--- src/rtl/msi_controller_if.sv ---
// Processor, cache-line, bus and snoop signals of the single-line MSI controller.
// The slave modport is the controller's view; master is the surrounding system.
interface msi_controller_if;
   logic       cpu_req_valid;
   logic       cpu_req_write;
   logic [2:0] cpu_req_address;
   logic [3:0] cpu_req_data;
   logic       cpu_req_ready;
   logic       cpu_resp_valid;
   logic [3:0] cpu_resp_data;
   logic       cpu_resp_hit;

   logic [1:0] line_state;
   logic [2:0] line_address;
   logic [3:0] line_data;
   logic       write;
   logic [1:0] state;
   logic [2:0] address;
   logic [3:0] data_in;

   logic       bus_req_valid;
   logic [1:0] bus_req_op;
   logic [2:0] bus_req_address;
   logic [3:0] bus_req_data;
   logic       bus_grant;
   logic       bus_resp_valid;
   logic [3:0] bus_resp_data;

   logic       snoop_valid;
   logic [1:0] snoop_op;
   logic [2:0] snoop_address;
   logic       snoop_flush_valid;
   logic [3:0] snoop_flush_data;

   modport slave (
      input  cpu_req_valid, cpu_req_write, cpu_req_address, cpu_req_data,
      output cpu_req_ready, cpu_resp_valid, cpu_resp_data, cpu_resp_hit,
      input  line_state, line_address, line_data,
      output write, state, address, data_in,
      output bus_req_valid, bus_req_op, bus_req_address, bus_req_data,
      input  bus_grant, bus_resp_valid, bus_resp_data,
      input  snoop_valid, snoop_op, snoop_address,
      output snoop_flush_valid, snoop_flush_data
   );

   modport master (
      output cpu_req_valid, cpu_req_write, cpu_req_address, cpu_req_data,
      input  cpu_req_ready, cpu_resp_valid, cpu_resp_data, cpu_resp_hit,
      output line_state, line_address, line_data,
      input  write, state, address, data_in,
      input  bus_req_valid, bus_req_op, bus_req_address, bus_req_data,
      output bus_grant, bus_resp_valid, bus_resp_data,
      output snoop_valid, snoop_op, snoop_address,
      input  snoop_flush_valid, snoop_flush_data
   );
endinterface

--- src/rtl/msi_controller.sv ---
// Single-line MSI snooping controller: serves CPU requests, issues bus ops and
// answers snoops, driving next-state/address/data into the external line register.
module msi_controller (
   input logic             clock,
   input logic             reset_n,
   msi_controller_if.slave bus
);
   localparam logic [2:0] S_IDLE     = 3'd0;
   localparam logic [2:0] S_LOOKUP   = 3'd1;
   localparam logic [2:0] S_WB_REQ   = 3'd2;
   localparam logic [2:0] S_MISS_REQ = 3'd3;
   localparam logic [2:0] S_FILL     = 3'd4;
   localparam logic [2:0] S_UPDATE   = 3'd5;
   localparam logic [2:0] S_RESP     = 3'd6;

   localparam logic [1:0] L_I = 2'b00;
   localparam logic [1:0] L_S = 2'b01;
   localparam logic [1:0] L_M = 2'b10;

   localparam logic [1:0] OP_WB   = 2'b00;
   localparam logic [1:0] OP_RD   = 2'b01;
   localparam logic [1:0] OP_RDX  = 2'b10;
   localparam logic [1:0] OP_UPGR = 2'b11;

   logic [2:0] fsm_q, fsm_d;
   logic       req_wr_q, req_wr_d;
   logic [2:0] req_addr_q, req_addr_d;
   logic [3:0] req_data_q, req_data_d;
   logic [3:0] fill_q, fill_d;
   logic [1:0] op_q, op_d;
   logic [2:0] baddr_q, baddr_d;
   logic [3:0] bdata_q, bdata_d;
   logic [3:0] resp_q, resp_d;
   logic       used_q, used_d;
   logic       done_q, done_d;

   logic       line_vld, line_hit, bus_act, granted;
   logic       snp_wr, snp_flush;
   logic [1:0] snp_st;
   logic       fsm_wr;
   logic [1:0] fsm_st;
   logic [2:0] fsm_addr;
   logic [3:0] fsm_data;

   assign line_vld = (bus.line_state == L_S) || (bus.line_state == L_M);
   assign line_hit = line_vld && (bus.line_address == req_addr_q);
   assign bus_act  = ((fsm_q == S_WB_REQ) || (fsm_q == S_MISS_REQ)) && !done_q;
   // done_q remembers a grant whose line write was pre-empted by a snoop
   assign granted  = done_q || (bus_act && bus.bus_grant);

   always_comb begin
      snp_wr    = 1'b0;
      snp_flush = 1'b0;
      snp_st    = L_I;
      if (reset_n && bus.snoop_valid && line_vld && (bus.snoop_address == bus.line_address)) begin
         case (bus.snoop_op)
            OP_RD: if (bus.line_state == L_M) begin
               snp_wr    = 1'b1;
               snp_flush = 1'b1;
               snp_st    = L_S;
            end
            OP_RDX, OP_UPGR: begin
               snp_wr    = 1'b1;
               snp_flush = (bus.line_state == L_M);
               snp_st    = L_I;
            end
            default: ;
         endcase
      end
   end

   always_comb begin
      fsm_d      = fsm_q;
      req_wr_d   = req_wr_q;
      req_addr_d = req_addr_q;
      req_data_d = req_data_q;
      fill_d     = fill_q;
      op_d       = op_q;
      baddr_d    = baddr_q;
      bdata_d    = bdata_q;
      resp_d     = resp_q;
      used_d     = used_q;
      done_d     = done_q;
      fsm_wr     = 1'b0;
      fsm_st     = L_I;
      fsm_addr   = 3'd0;
      fsm_data   = 4'd0;
      case (fsm_q)
         S_IDLE: if (bus.cpu_req_valid) begin
            req_wr_d   = bus.cpu_req_write;
            req_addr_d = bus.cpu_req_address;
            req_data_d = bus.cpu_req_data;
            resp_d     = 4'd0;
            used_d     = 1'b0;
            done_d     = 1'b0;
            fsm_d      = S_LOOKUP;
         end
         // A snoop write this cycle holds LOOKUP so it re-evaluates the updated line
         S_LOOKUP: if (!snp_wr) begin
            if (line_hit && !req_wr_q) begin
               resp_d = bus.line_data;
               fsm_d  = S_RESP;
            end else if (line_hit && (bus.line_state == L_M)) begin
               fsm_wr   = 1'b1;
               fsm_st   = L_M;
               fsm_addr = req_addr_q;
               fsm_data = req_data_q;
               fsm_d    = S_RESP;
            end else if (line_hit) begin
               op_d    = OP_UPGR;
               baddr_d = req_addr_q;
               bdata_d = 4'd0;
               fsm_d   = S_MISS_REQ;
            end else if (bus.line_state == L_M) begin
               op_d    = OP_WB;
               baddr_d = bus.line_address;
               bdata_d = bus.line_data;
               fsm_d   = S_WB_REQ;
            end else begin
               op_d    = req_wr_q ? OP_RDX : OP_RD;
               baddr_d = req_addr_q;
               bdata_d = 4'd0;
               fsm_d   = S_MISS_REQ;
            end
         end
         S_WB_REQ: if (granted) begin
            used_d = 1'b1;
            if (snp_wr) begin
               done_d = 1'b1;
            end else begin
               fsm_wr   = 1'b1;
               fsm_st   = L_I;
               fsm_addr = bus.line_address;
               fsm_data = bus.line_data;
               done_d   = 1'b0;
               op_d     = req_wr_q ? OP_RDX : OP_RD;
               baddr_d  = req_addr_q;
               bdata_d  = 4'd0;
               fsm_d    = S_MISS_REQ;
            end
         end else if (snp_wr) begin
            fsm_d = S_LOOKUP;
         end
         S_MISS_REQ: if (granted) begin
            used_d = 1'b1;
            if (op_q != OP_UPGR) begin
               done_d = 1'b0;
               fsm_d  = S_FILL;
            end else if (snp_wr) begin
               done_d = 1'b1;
            end else begin
               fsm_wr   = 1'b1;
               fsm_st   = L_M;
               fsm_addr = req_addr_q;
               fsm_data = req_data_q;
               done_d   = 1'b0;
               resp_d   = 4'd0;
               fsm_d    = S_RESP;
            end
         end else if (snp_wr) begin
            fsm_d = S_LOOKUP;
         end
         S_FILL: if (bus.bus_resp_valid) begin
            fill_d = bus.bus_resp_data;
            fsm_d  = S_UPDATE;
         end
         S_UPDATE: if (!snp_wr) begin
            fsm_wr   = 1'b1;
            fsm_st   = req_wr_q ? L_M : L_S;
            fsm_addr = req_addr_q;
            fsm_data = req_wr_q ? req_data_q : fill_q;
            resp_d   = req_wr_q ? 4'd0 : fill_q;
            fsm_d    = S_RESP;
         end
         S_RESP:  fsm_d = S_IDLE;
         default: fsm_d = S_IDLE;
      endcase
   end

   always_ff @(posedge clock or negedge reset_n) begin
      if (!reset_n) begin
         fsm_q      <= S_IDLE;
         req_wr_q   <= 1'b0;
         req_addr_q <= 3'd0;
         req_data_q <= 4'd0;
         fill_q     <= 4'd0;
         op_q       <= 2'd0;
         baddr_q    <= 3'd0;
         bdata_q    <= 4'd0;
         resp_q     <= 4'd0;
         used_q     <= 1'b0;
         done_q     <= 1'b0;
      end else begin
         fsm_q      <= fsm_d;
         req_wr_q   <= req_wr_d;
         req_addr_q <= req_addr_d;
         req_data_q <= req_data_d;
         fill_q     <= fill_d;
         op_q       <= op_d;
         baddr_q    <= baddr_d;
         bdata_q    <= bdata_d;
         resp_q     <= resp_d;
         used_q     <= used_d;
         done_q     <= done_d;
      end
   end

   assign bus.cpu_req_ready     = (fsm_q == S_IDLE);
   assign bus.cpu_resp_valid    = (fsm_q == S_RESP);
   assign bus.cpu_resp_data     = (fsm_q == S_RESP) ? resp_q : 4'd0;
   assign bus.cpu_resp_hit      = (fsm_q == S_RESP) && !used_q;

   // Snoop writes own the line port; FSM writes are only raised when no snoop writes
   assign bus.write             = snp_wr || fsm_wr;
   assign bus.state             = snp_wr ? snp_st : fsm_st;
   assign bus.address           = snp_wr ? bus.line_address : fsm_addr;
   assign bus.data_in           = snp_wr ? bus.line_data : fsm_data;

   assign bus.bus_req_valid     = bus_act;
   assign bus.bus_req_op        = bus_act ? op_q : 2'd0;
   assign bus.bus_req_address   = bus_act ? baddr_q : 3'd0;
   assign bus.bus_req_data      = bus_act ? bdata_q : 4'd0;

   assign bus.snoop_flush_valid = snp_flush;
   assign bus.snoop_flush_data  = snp_flush ? bus.line_data : 4'd0;
endmodule

--- src/flat_wrapper.sv ---
// flat-port wrapper written by rule: the top's interface ports become plain ports
module msi_controller_flat 
  (clock, reset_n, bus_cpu_req_valid, bus_cpu_req_write, bus_cpu_req_address, bus_cpu_req_data, bus_cpu_req_ready, bus_cpu_resp_valid, bus_cpu_resp_data, bus_cpu_resp_hit, bus_line_state, bus_line_address, bus_line_data, bus_write, bus_state, bus_address, bus_data_in, bus_bus_req_valid, bus_bus_req_op, bus_bus_req_address, bus_bus_req_data, bus_bus_grant, bus_bus_resp_valid, bus_bus_resp_data, bus_snoop_valid, bus_snoop_op, bus_snoop_address, bus_snoop_flush_valid, bus_snoop_flush_data);
  msi_controller_if bus_i ();
  input logic clock;
  input logic reset_n;
  input wire logic [$bits(bus_i.cpu_req_valid)-1:0] bus_cpu_req_valid;
  input wire logic [$bits(bus_i.cpu_req_write)-1:0] bus_cpu_req_write;
  input wire logic [$bits(bus_i.cpu_req_address)-1:0] bus_cpu_req_address;
  input wire logic [$bits(bus_i.cpu_req_data)-1:0] bus_cpu_req_data;
  output wire logic [$bits(bus_i.cpu_req_ready)-1:0] bus_cpu_req_ready;
  output wire logic [$bits(bus_i.cpu_resp_valid)-1:0] bus_cpu_resp_valid;
  output wire logic [$bits(bus_i.cpu_resp_data)-1:0] bus_cpu_resp_data;
  output wire logic [$bits(bus_i.cpu_resp_hit)-1:0] bus_cpu_resp_hit;
  input wire logic [$bits(bus_i.line_state)-1:0] bus_line_state;
  input wire logic [$bits(bus_i.line_address)-1:0] bus_line_address;
  input wire logic [$bits(bus_i.line_data)-1:0] bus_line_data;
  output wire logic [$bits(bus_i.write)-1:0] bus_write;
  output wire logic [$bits(bus_i.state)-1:0] bus_state;
  output wire logic [$bits(bus_i.address)-1:0] bus_address;
  output wire logic [$bits(bus_i.data_in)-1:0] bus_data_in;
  output wire logic [$bits(bus_i.bus_req_valid)-1:0] bus_bus_req_valid;
  output wire logic [$bits(bus_i.bus_req_op)-1:0] bus_bus_req_op;
  output wire logic [$bits(bus_i.bus_req_address)-1:0] bus_bus_req_address;
  output wire logic [$bits(bus_i.bus_req_data)-1:0] bus_bus_req_data;
  input wire logic [$bits(bus_i.bus_grant)-1:0] bus_bus_grant;
  input wire logic [$bits(bus_i.bus_resp_valid)-1:0] bus_bus_resp_valid;
  input wire logic [$bits(bus_i.bus_resp_data)-1:0] bus_bus_resp_data;
  input wire logic [$bits(bus_i.snoop_valid)-1:0] bus_snoop_valid;
  input wire logic [$bits(bus_i.snoop_op)-1:0] bus_snoop_op;
  input wire logic [$bits(bus_i.snoop_address)-1:0] bus_snoop_address;
  output wire logic [$bits(bus_i.snoop_flush_valid)-1:0] bus_snoop_flush_valid;
  output wire logic [$bits(bus_i.snoop_flush_data)-1:0] bus_snoop_flush_data;
  assign bus_i.cpu_req_valid = bus_cpu_req_valid;
  assign bus_i.cpu_req_write = bus_cpu_req_write;
  assign bus_i.cpu_req_address = bus_cpu_req_address;
  assign bus_i.cpu_req_data = bus_cpu_req_data;
  assign bus_cpu_req_ready = bus_i.cpu_req_ready;
  assign bus_cpu_resp_valid = bus_i.cpu_resp_valid;
  assign bus_cpu_resp_data = bus_i.cpu_resp_data;
  assign bus_cpu_resp_hit = bus_i.cpu_resp_hit;
  assign bus_i.line_state = bus_line_state;
  assign bus_i.line_address = bus_line_address;
  assign bus_i.line_data = bus_line_data;
  assign bus_write = bus_i.write;
  assign bus_state = bus_i.state;
  assign bus_address = bus_i.address;
  assign bus_data_in = bus_i.data_in;
  assign bus_bus_req_valid = bus_i.bus_req_valid;
  assign bus_bus_req_op = bus_i.bus_req_op;
  assign bus_bus_req_address = bus_i.bus_req_address;
  assign bus_bus_req_data = bus_i.bus_req_data;
  assign bus_i.bus_grant = bus_bus_grant;
  assign bus_i.bus_resp_valid = bus_bus_resp_valid;
  assign bus_i.bus_resp_data = bus_bus_resp_data;
  assign bus_i.snoop_valid = bus_snoop_valid;
  assign bus_i.snoop_op = bus_snoop_op;
  assign bus_i.snoop_address = bus_snoop_address;
  assign bus_snoop_flush_valid = bus_i.snoop_flush_valid;
  assign bus_snoop_flush_data = bus_i.snoop_flush_data;
  msi_controller u_core (.clock(clock), .reset_n(reset_n), .bus(bus_i));
endmodule
--- config.mk ---
export PLATFORM = sky130hd
export DESIGN_NAME = msi_controller_flat
export DESIGN_NICKNAME = d
export VERILOG_FILES = /design/src/rtl/msi_controller_if.sv /design/src/rtl/msi_controller.sv /design/src/flat_wrapper.sv
export SDC_FILE = /design/constraint.sdc
export NUM_CORES = 1
export LEC_CHECK = 0
export ABC_CLOCK_PERIOD_IN_PS = 2250
export BUFFER_PORTS_ARGS = -buffer_cell sky130_fd_sc_hd__buf_2
export CAP_MARGIN = 25
export CORE_MARGIN = 2
export CORE_UTILIZATION = 40
export DETAILED_ROUTE_END_ITERATION = 10
export GPL_TIMING_DRIVEN = 0
export PLACE_DENSITY = 0.69
export SYNTH_ARGS = -nofsm -noshare
export SYNTH_HDL_FRONTEND = slang
export SYNTH_SLANG_ARGS = --single-unit
--- constraint.sdc ---
create_clock -name clock -period 2.25 [get_ports clock]
set_input_delay 0.225 -clock clock [delete_from_list [all_inputs] [get_ports clock]]
set_output_delay 0.225 -clock clock [all_outputs]
set_load 0.01 [all_outputs]
After elaboration in Yosys (flattened, before gate mapping)

Index checks and enable logic that the tools add are counted.

Flip-flop bits (word level): 30
Bits of input ports: 32
Word-level logic and storage cells: 166

Eq/ne operators: 28
Multiplexer cells: 97
Reductions and logical operators: 30

Operators with widths:

| operator                                             | number |
|---|---|
| 2-to-1 mux 4 bit                                     | 24 |
| 2-to-1 mux 3 bit                                     | 26 |
| 2-to-1 mux 2 bit                                     | 16 |
| case mux 4 bit (4 select lines)                      | 2 |
| != test 2 bit (second input constant)                | 10 |
| 2-to-1 mux 1 bit                                     | 18 |
| case mux 3 bit (6 select lines)                      | 1 |
| case mux 3 bit (4 select lines)                      | 1 |
| equality test 3 bit (second input constant)          | 3 |
| logical AND 1 bit                                    | 9 |
| != test 2 x 1 -> 1 bit (second input constant)       | 4 |
| case mux 4 bit (2 select lines)                      | 1 |
| AND reduction 4 bit                                  | 2 |
| AND reduction 8 bit                                  | 1 |
| equality test 2 bit (second input constant)          | 3 |
| equality test 3 x 2 -> 1 bit (second input constant) | 2 |
| equality test 3 bit                                  | 2 |
| case mux 1 bit (2 select lines)                      | 3 |
| case mux 2 bit (3 select lines)                      | 1 |
| case mux 3 bit (2 select lines)                      | 1 |
| AND reduction 6 bit                                  | 1 |
| equality test 2 x 1 -> 1 bit (second input constant) | 2 |
| logical OR 1 bit                                     | 4 |
| case mux 1 bit (4 select lines)                      | 1 |
| other kinds (12)                                     | 17 |

Depth between registers and ports, before layout

Word-level depth: 10
Depth in mapped cells: 8
Mapped depth without buffers: 7

Worst setup path after synthesis

Ideal clock, no wire load.

Path kind: input -> output
Start point: input port bus_line_state[0]
End point: output port bus_data_in[0]
Arrival time: 1.793 ns
Path slack: 0.232 ns
Stages: 8
Path buffers: 1
Path through: inv_1 -> ha_1 -> and3b_1 -> nand4_1 -> nor2_1 -> buf_2 -> nor3_4 -> a221o_1

Longest elaborated chain between the ends: 8
Elaborated cells on any way between the ends: 15

RTL lines:

| item                                                                | line                                                              | text |
|---|---|---|
| start, declared                                                     | flat_wrapper.sv:15                                                | `input wire logic [$bits(bus_i.line_state)-1:0] bus_line_state;` |
| equality test 2 x 1 -> 1 bit or equality test 2 bit (tied branches) | msi_controller.sv:45, msi_controller.sv:57, msi_controller.sv:103 |  |
| logical OR 1 bit                                                    | msi_controller.sv:45                                              | `assign line_vld = (bus.line_state == L_S) \|\| (bus.line_state == L_M);` |
| logical AND 1 bit                                                   | msi_controller.sv:46                                              | `assign line_hit = line_vld && (bus.line_address == req_addr_q);` |
| logical AND 1 bit                                                   | msi_controller.sv:103                                             | `end else if (line_hit && (bus.line_state == L_M)) begin` |
| 2-to-1 mux 4 bit                                                    | msi_controller.sv:103                                             |  |
| 2-to-1 mux 4 bit                                                    | msi_controller.sv:100                                             | `if (line_hit && !req_wr_q) begin` |
| case mux 4 bit (4 select lines)                                     | msi_controller.sv:88                                              | `case (fsm_q)` |
| 2-to-1 mux 4 bit (*)                                                | msi_controller.sv:217                                             | `assign bus.data_in = snp_wr ? bus.line_data : fsm_data;` |
| end, declared                                                       | flat_wrapper.sv:21                                                | `output wire logic [$bits(bus_i.data_in)-1:0] bus_data_in;` |

Every way passes the cells marked *; elsewhere a longest branch is shown, timed or not.

Worst setup path in the final report

Start point: register u_core.req_addr_q[2]
End point: output port bus_data_in[0]

Longest elaborated chain between the ends: 7
Elaborated cells on any way between the ends: 8

RTL lines:

| item                                | line                  | text |
|---|---|---|
| start, declared                     | msi_controller.sv:27  | `logic [2:0] req_addr_q, req_addr_d;` |
| start signal, assigned              | msi_controller.sv:196 | `req_addr_q <= req_addr_d;` |
| equality test 3 bit (*)             | msi_controller.sv:46  |  |
| logical AND 1 bit (*)               | msi_controller.sv:46  |  |
| logical AND 1 bit                   | msi_controller.sv:103 |  |
| 2-to-1 mux 4 bit                    | msi_controller.sv:103 |  |
| 2-to-1 mux 4 bit (*)                | msi_controller.sv:100 |  |
| case mux 4 bit (4 select lines) (*) | msi_controller.sv:88  |  |
| 2-to-1 mux 4 bit (*)                | msi_controller.sv:217 |  |

Marks and branches as above.

==> impl_metrics.json <==
{
  "status": "complete, but fails checks",
  "violations": "negative setup slack",
  "post-route-period-util_pct": 100,
  "critPathLaunch": "u_core.req_addr_q[2]",
  "die_y_um": 75.8,
  "worst_ep_required_time_ns": 2.03,
  "slew_headroom_pct": 48.1,
  "yosys.cell_count.top_type": "dfrtp_1",
  "via_per_inst": 5.48,
  "cp_cell_sequence": "xor2_2 -> nor4_4 -> a32oi_2 -> nor3_4 -> a221o_1 -> buf_2",
  "fin_hold_ws_ns": 0.161,
  "drive_gt1_share_pct": 45.9,
  "antenna_found_initial": 0,
  "grt_overflow_total": 0,
  "yosys-top-cells-count": "dfrtp_1 (30), mux2_2 (24), nand2_1 (16)",
  "grt_pass1_vias": 1879,
  "tritoncts": "done",
  "hpwl_um": 4240,
  "reg2regPathDepth": 6,
  "place_ws_ns": -0.362,
  "nets": 324,
  "numCtsBuffers": 5,
  "crit_type": "flop to primary output",
  "hold_path_class": "input pin to flop",
  "finalSetupViolCount": 2,
  "wl_per_cell_um": 16.3,
  "drtPass1Iterations": 4,
  "path_max_fanout": 5,
  "start_util_pct": 40.9,
  "htree_levels": 2,
  "syn_area_per_cell_um2": 9.83,
  "p_clk_share_pct": 14.2,
  "cellLeakagePower_nw": 1.33,
  "final_area_um2": 2770,
  "postSynthCellCount": 210,
  "rows": 26,
  "yosysWarningCount": 0,
  "synth_nets": 243,
  "clk_latency_ns": 0.29,
  "first_iter_violations": 113,
  "hold_viol": 0,
  "clk_pin_slew_ns": 0.07,
  "slowest_delay_ns": 0.43,
  "p_int_mw": 1.92,
  "p_seq_share_pct": 30.5,
  "arrival_ns": 2.03,
  "r2r_start": "u_core.fsm_q[2]",
  "rrSetupSlack_ns": 0.10,
  "dieArea_um2": 5750,
  "core-area_um2": 5040,
  "ant_nets": 0,
  "grt_setup_unrepaired": "yes",
  "netlist_area_um2": 2060,
  "clockBufferDepth": 2,
  "io_buffers": 63,
  "synth.area.top_cells": "dfrtp_1 (36%), mux2_2 (13%), and3_1 (3.9%), a22o_1 (3.0%), nand2_1 (2.9%)",
  "placed_cell_area_um2": 2470,
  "yosysTopAreaCellShare_pct": 36.4,
  "crit_path_top_delay_cell": "dfrtp_1",
  "netSwitchingPower_mw": 1.38,
  "top_level_ports": 64,
  "root_buffer": "clkbuf_8",
  "power.density_nw_per_um2": 1190,
  "synthArstFlopShare_pct": 100,
  "rr_endpoint": "u_core.baddr_q[1]",
  "via_count": 1982,
  "slew_viol_final": 0,
  "worst_slack_ns": -0.00863,
  "wirelength_um": 5900,
  "critPathLaunchType": "flop",
  "endpoint_kind": "primary output",
  "finClkSkew_ns": 0.00314,
  "setup.worst_path.end": "bus_data_in[0]",
  "die_x_um": 75.8,
  "insertedDiodeCount": 0,
  "cts_sinks": 30,
  "synth_seq_cells": 30,
  "routabilityCongestion": 0.909,
  "grt_max_degree": 31,
  "fillers": 464,
  "maxCapViolCount": 0,
  "track_usage_pct": 21.5,
  "ys_seq_area_share_pct": 36.4,
  "pwr-share-comb_pct": 55.4,
  "area_growth_pct": 34.2,
  "power.ir.vdd_worst_uv": 761,
  "tightest_slew_ns": 0.769,
  "synth-main-ff-cell": "dfrtp_1",
  "netlist-cell-type-count": 51,
  "utilization_pct": 55.0,
  "timing.fmax_ghz": 0.443,
  "fin_crit_ns": 2.26,
  "synth_edf_count": 0,
  "p_sw_share_pct": 41.9,
  "synth_largest_area_cell": "dfrtp_1",
  "drc_errors": 0,
  "grt_pass1_wl_um": 9290
}
==> power by group through the flow <==
| stage | Combinational (mW) | Sequential, mW | Clock [mW] |
|---|---|---|---|
| after floorplan | 1.22 | 0.949 | 0 |
| after global placement | 1.59 | 0.996 | 0 |
| after detailed placement | 1.61 | 1.01 | 0 |
| after CTS | 1.79 | 0.998 | 0.473 |
| after global routing | 1.98 | 1.04 | 0.499 |
| final | 1.83 | 1.01 | 0.468 |
==> state kept, by name, indices dropped and copies added, names as in the netlist <==
| register | cells |
|---|---|
| u_core.bdata_q | 4 |
| u_core.req_addr_q | 3 |
| u_core.req_data_q | 4 |
| u_core.used_q | 1 |
| u_core.fill_q | 4 |
| u_core.baddr_q | 3 |
| u_core.fsm_q | 3 |
| u_core.req_wr_q | 1 |
| u_core.done_q | 1 |
| u_core.resp_q | 4 |
| u_core.op_q | 2 |
==> worst min path at each step <==
stage          depth (start not counted)                   end                  from  slack (ns)
6_report                               2      u_core.fill_q[1]  bus_bus_resp_data[1]        0.16
5_1_grt                                2      u_core.fill_q[3]  bus_bus_resp_data[3]        0.16
4_1_cts                                2      u_core.fill_q[1]  bus_bus_resp_data[1]        0.16
3_5_place_dp                           1     u_core.bdata_q[1]               reset_n        0.32
3_3_place_gp                           1  u_core.req_data_q[0]               reset_n        0.32
2_1_floorplan                          0     u_core.baddr_q[0]               reset_n       -0.07
==> logic make-up (layout without fill, tap and decap cells) <==
| group | after synthesis | after routing | synth area share (%) |
|---|---|---|---|
| and+or+nand+nor | 76 | 76 | 22.7 |
| AOI/OAI and AO/OA | 50 | 50 | 18.6 |
| DFF | 30 | 30 | 36.4 |
| muxes | 28 | 28 | 15.0 |
| buffers and inverters | 19 | 101 | 4.12 |
| xor gates and xnor gates | 6 | 6 | 2.55 |
| adders and majority gates | 1 | 1 | 0.606 |
==> worst max-delay path, delay by kind of cell, from the launching register on <==
kind / cells / cell delay (ns)
and+or+nand+nor: 2 / 0.62
buffers and inverters: 1 / 0.13
AOI/OAI and AO/OA: 2 / 0.38
DFF: 1 / 0.43
xor gates and xnor gates: 1 / 0.19
==> per-stage QoR <==
stage | std cells | total power, mW | TNS (ns)
4_1_cts | 360 | 3.26 | 0
3_3_place_gp | 343 | 2.58 | -3.10
3_5_place_dp | 343 | 2.62 | -2.98
5_1_grt | 362 | 3.53 | -0.772
2_1_floorplan | 210 | 2.16 | 0
6_report | 362 | 3.30 | -0.0139
==> area by class of cell <==
cell class / instances / area (um^2) / area share (%)
multi-input combinational: 161 / 1310 / 47.1
sequential: 30 / 752 / 27.1
timing repair buffer: 74 / 422 / 15.2
tap: 70 / 87.6 / 3.16
clock buffer: 6 / 82.6 / 2.98
buffer: 11 / 80.1 / 2.89
inverter: 8 / 30.0 / 1.08
clock inverter: 2 / 12.5 / 0.451
==> metal layers <==
metal	track usage (%)	routed length, um	share of wire, %
met5	0	0	0
met2	34.2	2810	48
met4	6.63	80	1.4
met1	28.5	2570	43
met3	6.08	445	7.5
==> timing repair <==
action                                  4_1_cts  5_1_grt
resized for setup                            20        6
endpoints found under the hold margin        30        0
pin swaps                                     7        1
endpoints found under the setup margin       13        8
hold buffers                                  2        0
buffers inserted                              7        2
==> cells in the final DEF, fill, tap and decap left out, types with 2 or more instances in the layout <==
cell / n
buf_2: 63
dfrtp_1: 29
mux2_2: 24
nand2_1: 15
and3_1: 13
buf_4: 11
o21ai_0: 10
nor2_1: 9
nor3_1: 8
inv_1: 8
a21oi_1: 8
clkbuf_8: 7
and2_1: 7
a22o_1: 7
buf_6: 4
clkbuf_1: 4
a221o_1: 4
mux2i_1: 4
xnor2_1: 3
nand2b_1: 3
nor2b_1: 3
and3b_1: 2
o21ai_1: 2
xor2_1: 2
nor4_4: 2
a211oi_1: 2
a21oi_2: 2
(Power assumes the default switching activity.)
